## config.mk

```make
export PLATFORM = sky130hd
export DESIGN_NAME = mux_nto1_reg
export DESIGN_NICKNAME = d
export VERILOG_FILES = /design/src/rtl/mux_nto1_reg.sv
export SDC_FILE = /design/constraint.sdc
export NUM_CORES = 1
export LEC_CHECK = 0
export ABC_AREA = 1
export ABC_CLOCK_PERIOD_IN_PS = 800
export BUFFER_PORTS_ARGS = -buffer_cell sky130_fd_sc_hd__buf_4
export CORE_MARGIN = 2
export CORE_UTILIZATION = 30
export DETAILED_ROUTE_END_ITERATION = 16
export GPL_ROUTABILITY_DRIVEN = 0
export SYNTH_ARGS = -nofsm -noshare
export SYNTH_HDL_FRONTEND = slang
export SYNTH_SLANG_ARGS = --single-unit
```

## constraint.sdc

```tcl
create_clock -name clk_i -period 0.8 [get_ports clk_i]
set_input_delay 0 -clock clk_i [delete_from_list [all_inputs] [get_ports clk_i]]
set_output_delay 0 -clock clk_i [all_outputs]
set_load 0.03 [all_outputs]
```

## src/rtl/mux_nto1_reg.sv

```systemverilog
// -----------------------------------------------------------------------------
// mux_nto1_reg
//
// Registered N-to-1 channel multiplexer with two selection modes and a
// single-cycle latency. In explicit mode (ARB=0) the channel is named by
// select_i. In round-robin mode (ARB=1) the channel is chosen among the valid
// inputs, starting just after the last granted channel.
//
// Parameters
//   SIZE   data width per channel
//   NUM    number of input channels (2..16)
//   SEL_W  select / pointer width, 2**SEL_W >= NUM
//   ARB    0 = explicit select, 1 = round-robin among valid channels
//
// Ports
//   clk_i      clock, all state updates on the rising edge
//   rst_i      synchronous active-low reset
//   data_i     packed channel data, channel k at [k*SIZE +: SIZE]
//   valid_i    per-channel valid
//   select_i   channel index (explicit mode only)
//   stall_i    hold all registered state
//   flush_i    load a bubble (takes precedence over stall_i)
//   data_o     registered selected data
//   valid_o    registered valid of the captured channel
//   grant_o    registered one-hot of the captured channel, zero if none
//   sel_err_o  registered flag: select_i was out of range when captured
// -----------------------------------------------------------------------------
module mux_nto1_reg #(
  parameter int SIZE  = 32,
  parameter int NUM   = 4,
  parameter int SEL_W = 2,
  parameter int ARB   = 0
) (
  input  logic                clk_i,
  input  logic                rst_i,
  input  logic [NUM*SIZE-1:0] data_i,
  input  logic [NUM-1:0]      valid_i,
  input  logic [SEL_W-1:0]    select_i,
  input  logic                stall_i,
  input  logic                flush_i,
  output logic [SIZE-1:0]     data_o,
  output logic                valid_o,
  output logic [NUM-1:0]      grant_o,
  output logic                sel_err_o
);

  // Registered state (stage 1)
  logic [SIZE-1:0]  data_p1;
  logic             vld_p1;
  logic [NUM-1:0]   grant_p1;
  logic             err_p1;
  logic [SEL_W-1:0] ptr_p1;

  // Next-state values
  logic [SIZE-1:0]  data_nxt;
  logic             vld_nxt;
  logic [NUM-1:0]   grant_nxt;
  logic             err_nxt;
  logic [SEL_W-1:0] ptr_nxt;

  // Unpacked channel view
  logic [SIZE-1:0]  ch_data [NUM];

  // Explicit-select decode
  logic             sel_in_range;
  logic [SIZE-1:0]  sel_data;
  logic             sel_vld;
  logic [NUM-1:0]   sel_onehot;

  // Round-robin search
  logic             rr_found;
  logic [SEL_W-1:0] rr_idx;
  logic [SIZE-1:0]  rr_data;
  logic [NUM-1:0]   rr_onehot;
  int               rr_dist;
  int               rr_best;

  // ---------------------------------------------------------------------------
  // Stage 0: combinational channel selection from the current inputs
  // ---------------------------------------------------------------------------
  always_comb begin
    for (int k = 0; k < NUM; k++) begin
      ch_data[k] = data_i[k*SIZE +: SIZE];
    end
  end

  // Decode by comparison rather than by indexing so that an out-of-range
  // select (possible when NUM < 2**SEL_W) never addresses a missing channel.
  always_comb begin
    sel_in_range = (int'(select_i) < NUM);
    sel_data     = '0;
    sel_vld      = 1'b0;
    sel_onehot   = '0;
    for (int k = 0; k < NUM; k++) begin
      if (select_i == SEL_W'(k)) begin
        sel_data      = ch_data[k];
        sel_vld       = valid_i[k];
        sel_onehot[k] = 1'b1;
      end
    end
  end

  // Each channel's position in the search order is its distance after the
  // pointer: ptr+1 has distance 0, ptr itself has distance NUM-1. The valid
  // channel with the smallest distance wins, which gives the wrap-around
  // order without needing a rotated copy of valid_i.
  always_comb begin
    rr_found  = 1'b0;
    rr_idx    = ptr_p1;
    rr_data   = '0;
    rr_onehot = '0;
    rr_best   = NUM;
    rr_dist   = 0;
    for (int k = 0; k < NUM; k++) begin
      rr_dist = k - int'(ptr_p1) - 1;
      if (rr_dist < 0) begin
        rr_dist = rr_dist + NUM;
      end
      if (valid_i[k] && (rr_dist < rr_best)) begin
        rr_best  = rr_dist;
        rr_found = 1'b1;
        rr_idx   = SEL_W'(k);
        rr_data  = ch_data[k];
      end
    end
    for (int k = 0; k < NUM; k++) begin
      rr_onehot[k] = rr_found && (rr_idx == SEL_W'(k));
    end
  end

  // Precedence below the reset: flush, then stall, then normal capture.
  always_comb begin
    data_nxt  = data_p1;
    vld_nxt   = vld_p1;
    grant_nxt = grant_p1;
    err_nxt   = err_p1;
    ptr_nxt   = ptr_p1;
    if (flush_i) begin
      data_nxt  = '0;
      vld_nxt   = 1'b0;
      grant_nxt = '0;
      err_nxt   = 1'b0;
    end else if (stall_i) begin
      data_nxt  = data_p1;
    end else if (ARB == 0) begin
      if (sel_in_range) begin
        data_nxt  = sel_data;
        vld_nxt   = sel_vld;
        grant_nxt = sel_onehot;
        err_nxt   = 1'b0;
      end else begin
        data_nxt  = '0;
        vld_nxt   = 1'b0;
        grant_nxt = '0;
        err_nxt   = 1'b1;
      end
    end else begin
      err_nxt = 1'b0;
      if (rr_found) begin
        data_nxt  = rr_data;
        vld_nxt   = 1'b1;
        grant_nxt = rr_onehot;
        ptr_nxt   = rr_idx;
      end else begin
        // Idle cycle: data and pointer keep their last values.
        vld_nxt   = 1'b0;
        grant_nxt = '0;
      end
    end
  end

  // ---------------------------------------------------------------------------
  // Stage 1: output register
  // ---------------------------------------------------------------------------
  // Pointer resets to the last channel so the first search starts at channel 0.
  always_ff @(posedge clk_i) begin
    if (!rst_i) begin
      data_p1  <= '0;
      vld_p1   <= 1'b0;
      grant_p1 <= '0;
      err_p1   <= 1'b0;
      ptr_p1   <= SEL_W'(NUM - 1);
    end else begin
      data_p1  <= data_nxt;
      vld_p1   <= vld_nxt;
      grant_p1 <= grant_nxt;
      err_p1   <= err_nxt;
      ptr_p1   <= ptr_nxt;
    end
  end

  assign data_o    = data_p1;
  assign valid_o   = vld_p1;
  assign grant_o   = grant_p1;
  assign sel_err_o = err_p1;

endmodule

```

# After elaboration in Yosys (flattened, before gate mapping)
# Cells that the tools add are included.
# Widths: inputs -> output; s select.
[word_totals]
register_bits = 37
inputBits = 138
output_inout_bits = 38
elab_cells = 21
[op_classes]
n_eq_ne = 3
n_mux = 12
bitwise_logic = 1
n_reduce_logical = 2
[ops]
columns = ["op", "count"]
rows = [
  ["$mux 32", 4],
  ["$mux 1", 8],
  ["$eq 2x2->1 const B", 2],
  ["$eq 2x1->1 const B", 1],
  ["$logic_not 2->1", 1],
  ["$reduce_or 2->1", 1],
  ["$not 1->1", 1],
]

# Depth between registers and ports, before layout
# Gate-level depths: netlist (run 1).
[depth]
ltp_word = 5
ltp_mapped = 7
ltp_nobuf = 5

# Worst setup path after synthesis (run 1)
# OpenSTA, ideal clock, no wires.
[synth_path]
path_kind = "input to register"
startpoint = "input port select_i[1]"
endpoint = "register data_p1[11], in the netlist data_o[11]"
setup_time_ns = 0.116
t_arrival_ns = 0.745
required_time_ns = 0.684
slack_ns = -0.061
path_stages = 7
path_buffers = 3
cell_sequence = "buf_4 > buf_6 > nand2_1 > buf_2 > nand3_1 > nor2_1 > nor2_1"
[synth_via]
elab_chain_cells = 5
word_cells_on_any_way = 8
cone_classes = "eq/ne (3); mux (4); reduce/logical (1)"
[synth_rtl]
columns = ["element", "line_no", "source"]
rows = [
  ["from (decl)", "38", "input logic [SEL_W-1:0] select_i,"],
  ["$logic_not 2->1", "95", "if (select_i == SEL_W'(k)) begin"],
  ["$mux 32 (3 in a row)", "95", ""],
  ["$mux 32 (*)", "95", ""],
  ["to (signal assigned)", "184", "data_p1 <= data_nxt;"],
  ["to (decl)", "48", "logic [SIZE-1:0] data_p1;"],
]
# Every way passes the cells marked *; elsewhere a longest branch is shown, timed or not.
# A chain may end at the register's enable or synchronous reset.

# Worst setup path after layout (run 1)
[layout_path]
startpoint = "register data_p1[21], in the netlist data_o[21]"
endpoint = "output port data_o[21]"
[layout_lines]
columns = ["element", "line_no", "source"]
rows = [
  ["to (decl)", "41", "output logic [SIZE-1:0] data_o,"],
]
# No word-level cell between the ends.

==> summary.md, run 1 <==
| Metric | Value |
|---|---|
| CP max-delay cell | dfxtp_2 |
| Crit. Startpoint | data_o[21] |
| Worst Setup Path Type | reg2out |
| Multi-input gate area | roughly 1500 um2 |
| Worst-path clk slew | about 70 ps |
| Crit path max-delay family | flip-flops |
| Seq cells post-synth | 37 |
| TritonCTS clock tree | done |
| Pin count of the biggest net entering global routing | 32 |
| Met3 WL post-DR | 735 um |
| Met1 wire length | a little under 4000 um |
| Layout Nets | approximately 760 |
| # clock sinks | 37 |
| Detail Route Antenna Nets | 0 |
| Synthesis-to-layout area growth | 86.3% |
| Initial Util | 0.308 |
| GRT overflow | 0 |
| Post-Layout Inst Area | approximately 4400 um2 |
| Hold Path Origin | data_i[101] |
| Met2 WL | around 5000 um |
| Failing checks | negative hold slack |
| Setup ws final | about 28 ps |
| Leakage | around 2.3 nW |
| Max cap viols | 0 |
| Core ar. | 7730 um2 |
| Asr flop ratio synth | 0 |
| Yosys cell types | 19 |
| Final setup fails | 0 |
| HP Class | in2reg |
| Number of global-route vias before repair | around 3200 |
| TritonCTS buffer count | 5 |
| Fin. max-slew vios | 0 |
| WP buf/inv | 1 |
| Synth top cells by count | nor2_1, nand2_1, nand3_1 |
| Final WL | between 9000 and 10000 um |
| H-tree level count | 2 |
| Vias | roughly 3400 |
| EDFF count, synth | 0 |
| First-pass GRT wire length | between 15000 and 20000 um |
| Register area | around 800 um2 |
| IO Pins | ~180 |
| DRC violations left | 0 |
| Crit Path Max Fanout | 2 |
| Clock Path Buffers | 2 |
| Mapped Avg Cell Area | 5.70 um2 |
| Most common cell in the netlist | nor2_1 |
| Die width | slightly above 90 um |
| Synth Warn # | 0 |
| Post-placement cell area | a little under 4000 um2 |
| FF-to-FF Start | data_o[23] |
| Unrepaired setup endpoints after global routing | yes |
| Top cells by area, synth | dfxtp_1, nor2_1, nand2_1, nand3_1, o21ai_0 |
| CP startpoint kind | flop |
| Via density | between 4 and 5 |
| DRT Pass-1 Iters | 4 |
| CP Cell Sequence | buf_4 |
| Hold WS | -3.96 ps |
| Final Core Density | 0.574 |
| HPWL Detailed | between 7000 and 8000 um |
| Synthesized area | ~2400 um2 |
| Synthesized Nets | 556 |
| Tcrit/Tclk final | 0.965 |
| 1st-iter DRT viols | 135 |
| Initial antenna violation count | 0 |
| PwrDens | approximately 1200 nW/um2 |
| Placed instance count | around 690 |
| Final min period | ~770 ps |
| Ant diodes | 0 |
| DIE HEIGHT | ~93 um |
| Die area | between 8000 and 9000 um2 |
| Fillcell total | 797 |
| Skew final | 0 ps |
| Max frequency | 1.30 GHz |
| DP Worst Slack | -134 ps |
| Final non-filler cell total | just over 700 |
| Primary FF master, synth | dfxtp_1 |
| Synth area leader | dfxtp_1 |
| Gate Count Post-Synth | about 420 |
| WP data required | around 800 ps |
| Highest routed layer | met4 |
| CP endpoint kind | primary output |
| Peak VDD IR | around 0.00057 V |
| Yosys top cell area share | 0.311 |
| Final hold viol count | 1 |
| Sequential share of the synthesized area | 0.311 |
| Drt wl/cell | 13.3 um |
| Worst EP arrival | between 700 and 800 ps |
| GRT Overall Usage | 0.218 |
| Crit-path max cell delay | around 330 ps |
| Status | complete, but fails checks |
| Worst-Skew Late Latency | 280 ps |
| Port Buffer Count | 174 |
| Std cell rows | 32 |
| Layout cells sized above 1 | 0.397 |
| Root buffer cell | clkbuf_8 |
-- final timing paths --
kind | endpoint | slack [ps] | depth (start not counted)
worst min register to register | grant_o[2] | 470 | 2
worst max register to register | data_o[23] | 80 | 4
worst max-delay path | data_o[21] | 30 | 1
worst min-delay path | data_o[5] | -4 | 3
-- flip-flops by register name (all words and copies together) (netlist names) --
register  flops
data_o       32
grant_o       4
valid_o       1
-- layout by cell type (no fill, tap or decap) --
master,Yosys,layout
nand2_1,107,106
nor2_4,1,1
buf_6,2,19
nor2_2,0,1
conb_1,1,1
dlygate4sd3_1,0,31
a21oi_1,4,4
clkinv_1,1,1
o21ai_1,5,8
nand3_2,1,1
inv_1,1,1
o21ai_0,30,27
clkbuf_1,7,1
a21oi_4,1,1
buf_12,0,7
nand2_2,0,1
buf_4,5,172
dfxtp_2,0,37
nand3_1,65,65
nor2_1,132,131
inv_2,2,2
clkbuf_8,0,6
-- metrics by stage --
step	total power, W	setup TNS, ps
2_1_floorplan	0.00280	-52.5
3_3_place_gp	0.00367	-2780
3_5_place_dp	0.00369	-3310
4_1_cts	0.00517	0
5_1_grt	0.00546	-26.6
6_report	0.00515	0
-- where the power goes --
group	internal, W	total (W)	switching, W
logic	0.000967	0.00181	0.000848
registers	0.00194	0.00199	0.0000476
clock network	0.000685	0.00135	0.000668
-- layout make-up --
cell class              count  area share
repair buffers            229       0.441
multi-input cells         347       0.330
flip-flops and latches     37       0.177
well taps                 102      0.0288
clock buffers               7      0.0195
inverters                   4     0.00339
-- cell families after synthesis --
family	Yosys count	synth area share
AOI/OAI and AO/OA	40	0.0888
and+or+nand+nor	306	0.522
other	1	0.00157
DFF	37	0.311
buffers and inverters	34	0.0762
-- repair_timing --
action                                 in CTS  in global routing
pin swaps                                   0                  1
gates resized for setup                     6                 22
setup endpoints to repair                   5                 24
setup buffers                               0                  0
cloned                                      0                  0
hold buffers                               31                  0
endpoints found under the hold margin      31                  0
-- per-layer routing --
| layer | up-vias | track usage |
|---|---|---|
| li1 | 1738 | - |
| met1 | 1485 | 0.261 |
| met2 | 126 | 0.395 |
| met3 | 6 | 0.0548 |
| met4 | 0 | 0.0404 |
| met5 | - | 0 |
No activity file was read; power rests on OpenSTA's default activity.
==> inputs of run 2 (changes only) <==
ABC_AREA = 0   (was 1)
PLACE_DENSITY = 0.67   (was default)
RECOVER_POWER = 25   (was default)
==> run 2 against run 1 <==
Effect of this change:
- the flow now finishes without violations
- critical path depth unchanged
- combinational power fell by 9.9%
- maximum frequency fell by 1.8%
- area after synthesis shrank 7.3%
- clock-buffer cell count is the same
- die area shrank 7.0%
- worst setup slack got worse by 14 ps
- power is 3.4% lower
- clock skew unchanged
- hold slack gained 4.5 ps
- wire length decreased by 20%
- sequential power hardly changed
- critical endpoint is now grant_o[2]
- largest cell class unchanged
==> summary.md, run 2 <==
| Metric | Value |
|---|---|
| Final Core Density | 0.551 (was 0.574) |
| First-pass GRT wire length | 12400 um (was 15100 um) |
| WP buf/inv | 1 (unchanged) |
| Synthesized Nets | 351 (was 556) |
| IO Pins | 176 (unchanged) |
| Pin count of the biggest net entering global routing | 37 (was 32) |
| Combinational Power Share | 0.328 (was 0.352) |
| # clock sinks | 37 (unchanged) |
| Tcrit/Tclk final | 0.983 (was 0.965) |
| DP Worst Slack | -424 ps (was -134 ps) |
| Yosys cell types | 22 (was 19) |
| Final WL | 7720 um (was 9650 um) |
| Primary FF master, synth | dfxtp_1 (unchanged) |
| DRC violations left | 0 (unchanged) |
| Final setup fails | 0 (unchanged) |
| DIE HEIGHT | 89.8 um (was 93.1 um) |
| Gate Count Post-Synth | 213 (was 418) |
| Final min period | 786 ps (was 772 ps) |
| Vias | 2440 (was 3355) |
| Die width | 89.8 um (was 93.1 um) |
| DRT Pass-1 Iters | 4 (unchanged) |
| CP Cell Sequence | buf_6 (was buf_4) |
| Worst-path clk slew | 70 ps (about the same) |
| Via density | 5.09 (was 4.62) |
| Number of global-route vias before repair | 2480 (was 3218) |
| Fin. max-slew vios | 0 (unchanged) |
| Setup ws final | 13.8 ps (was 28.3 ps) |
| Initial Util | 0.308 (about the same) |
| Number of flip-flops in the largest register | 32 (unchanged) |
| Peak VDD IR | 0.000687 V (was 0.000567 V) |
| Leakage | 1.67 nW (was 2.27 nW) |
| EDFF count, synth | 0 (unchanged) |
| Most frequent cells in the layout | buf_4, buf_6, a21oi_1, dfxtp_2 (was buf_4, nor2_1, nand2_1) |
| Synthesized area | 2210 um2 (was 2380 um2) |
| Setup_tns | 0 ps (unchanged) |
| Synthesis-to-layout area growth | 78.9% (was 86.3%) |
| PwrDens | 1260 nW/um2 (was 1160 nW/um2) |
| Psw | 0.00141 W (was 0.00156 W) |
| Synth area leader | dfxtp_1 (unchanged) |
| Clock Path Buffers | 2 (unchanged) |
| Worst EP arrival | 790 ps (was 770 ps) |
| Unrepaired setup endpoints after global routing | yes (unchanged) |
| Asr flop ratio synth | 0 (unchanged) |
| Worst Setup Path Type | reg2out (unchanged) |
| CP startpoint kind | flop (unchanged) |
| Sw Ratio | 0.283 (was 0.303) |
| Post-CTS setup buffer count | 0 (unchanged) |
| Most common cell after layout, fill and taps aside | buf_4 (unchanged) |
| Seq cells post-synth | 37 (unchanged) |
| Worst-Skew Late Latency | 280 ps (about the same) |
| Root buffer cell | clkbuf_8 (unchanged) |
| 1st-iter DRT viols | 59 (was 135) |
| Initial antenna violation count | 0 (unchanged) |
| Most common cell in the netlist | dfxtp_1 (was nor2_1) |
| Skew final | 0 ps (unchanged) |
| Top cells by area, synth | dfxtp_1, o221ai_2, mux2_2, o22ai_1, a21oi_1 (was dfxtp_1, nor2_1, nand2_1, nand3_1, o21ai_0) |
| CP max-delay cell | dfxtp_1 (was dfxtp_2) |
| Layout Nets | 518 (was 762) |
| Core ar. | 7180 um2 (was 7730 um2) |
| Hold WS | 0.570 ps (was -3.96 ps) |
| Max cap viols | 0 (unchanged) |
| Int Pwr | 0.00357 W (was 0.00359 W) |
| Detail Route Antenna Nets | 0 (unchanged) |
| Die area | 8060 um2 (was 8670 um2) |
| Drt wl/cell | 16.1 um (was 13.3 um) |
| Synth Warn # | 0 (unchanged) |
| Synth top cells by count | dfxtp_1, a21oi_1, mux2_2, o22ai_1, o221ai_2 (was nor2_1, nand2_1, nand3_1) |
| Port Buffer Count | 174 (unchanged) |
| Final hold viol count | 0 (was 1) |
| Sequential share of the synthesized area | 0.335 (was 0.311) |
| Yosys top cell area share | 0.335 (was 0.311) |
| Max frequency | 1.27 GHz (was 1.30 GHz) |
| Seq pwr share | 0.405 (was 0.385) |
| Slack of the worst reg-to-reg path | 120 ps (was 80 ps) |
| Status | finished, final reports clean (was complete, but fails checks) |
| WP data required | 800 ps (about the same) |
| HPWL Detailed | 5670 um (was 7070 um) |
| GRT overflow | 0 (unchanged) |
| Ant diodes | 0 (unchanged) |
| Crit-path max cell delay | 360 ps (was 330 ps) |
| Layout cells sized above 1 | 0.766 (was 0.397) |
| H-tree level count | 2 (unchanged) |
| CP endpoint kind | primary output (unchanged) |
| TritonCTS buffer count | 5 (unchanged) |
| Std cell rows | 31 (was 32) |
| Total power | 0.00498 W (was 0.00515 W) |
| Crit path max-delay family | flip-flops (unchanged) |
| Mapped Avg Cell Area | 10.4 um2 (was 5.70 um2) |
| TritonCTS clock tree | done (unchanged) |
| HP Class | in2reg (unchanged) |
| Crit Path Max Fanout | 2 (unchanged) |
| GRT Overall Usage | 0.187 (was 0.218) |
| Clock share of power | 0.268 (was 0.263) |
[run 2: cell type report]
class | instances | area (um2)
clock buffers | 7 | 86.3
multi-input cells | 148 | 1300
fillers | 665 | 3220
inverters | 1 | 3.75
repair buffers | 187 | 1660
well taps | 99 | 124
flip-flops and latches | 37 | 785
[run 2: final timing paths]
check	startpoint	end	cells after the start
setup / recovery	grant_o[2]	grant_o[2]	1
hold / removal	flush_i	data_o[18]	4
setup reg to reg	grant_o[1]	grant_o[1]	2
hold reg to reg	data_o[16]	data_o[16]	2
[run 2: timing repair]
item | CTS | global route
gates cloned | 1 | 0
endpoints found under the setup margin | 68 | 36
hold endpoints to repair | 1 | 0
resized for setup | 71 | 10
pin swaps | 1 | 0
[run 2: metal layers]
layer | part of all wire | vias up | GRT usage
li1 | - | 1185 | -
met1 | 0.39 | 1145 | 0.220
met2 | 0.52 | 101 | 0.331
met3 | 0.079 | 9 | 0.0620
met4 | 0.010 | 0 | 0.0410
met5 | 0 | - | 0
[run 2: cell families (layout without fill, tap and decap cells)]
group	count (synthesis)	after routing	share of synthesized area
AOI/OAI and AO/OA	101	101	0.386
DFF	37	37	0.335
muxes	33	33	0.173
buffers and inverters	28	195	0.0765
and+or+nand+nor	13	13	0.0272
other	1	1	0.00170
[run 2: power groups by stage]
stage | clock network, W | logic, W | registers [W]
floorplan | 0 | 0.000606 | 0.00218
global placement | 0 | 0.00155 | 0.00202
detailed placement | 0 | 0.00157 | 0.00203
CTS | 0.00137 | 0.00164 | 0.00201
global route | 0.00146 | 0.00174 | 0.00202
finish | 0.00133 | 0.00163 | 0.00201
[run 2: stage by stage]
| step | instances | area, um2 |
|---|---|---|
| 4_1_cts | 479 | 3950 |
| 2_1_floorplan | 213 | 2230 |
| 3_3_place_gp | 471 | 3650 |
| 3_5_place_dp | 471 | 3650 |
| 6_report | 479 | 3950 |
| 5_1_grt | 479 | 3950 |
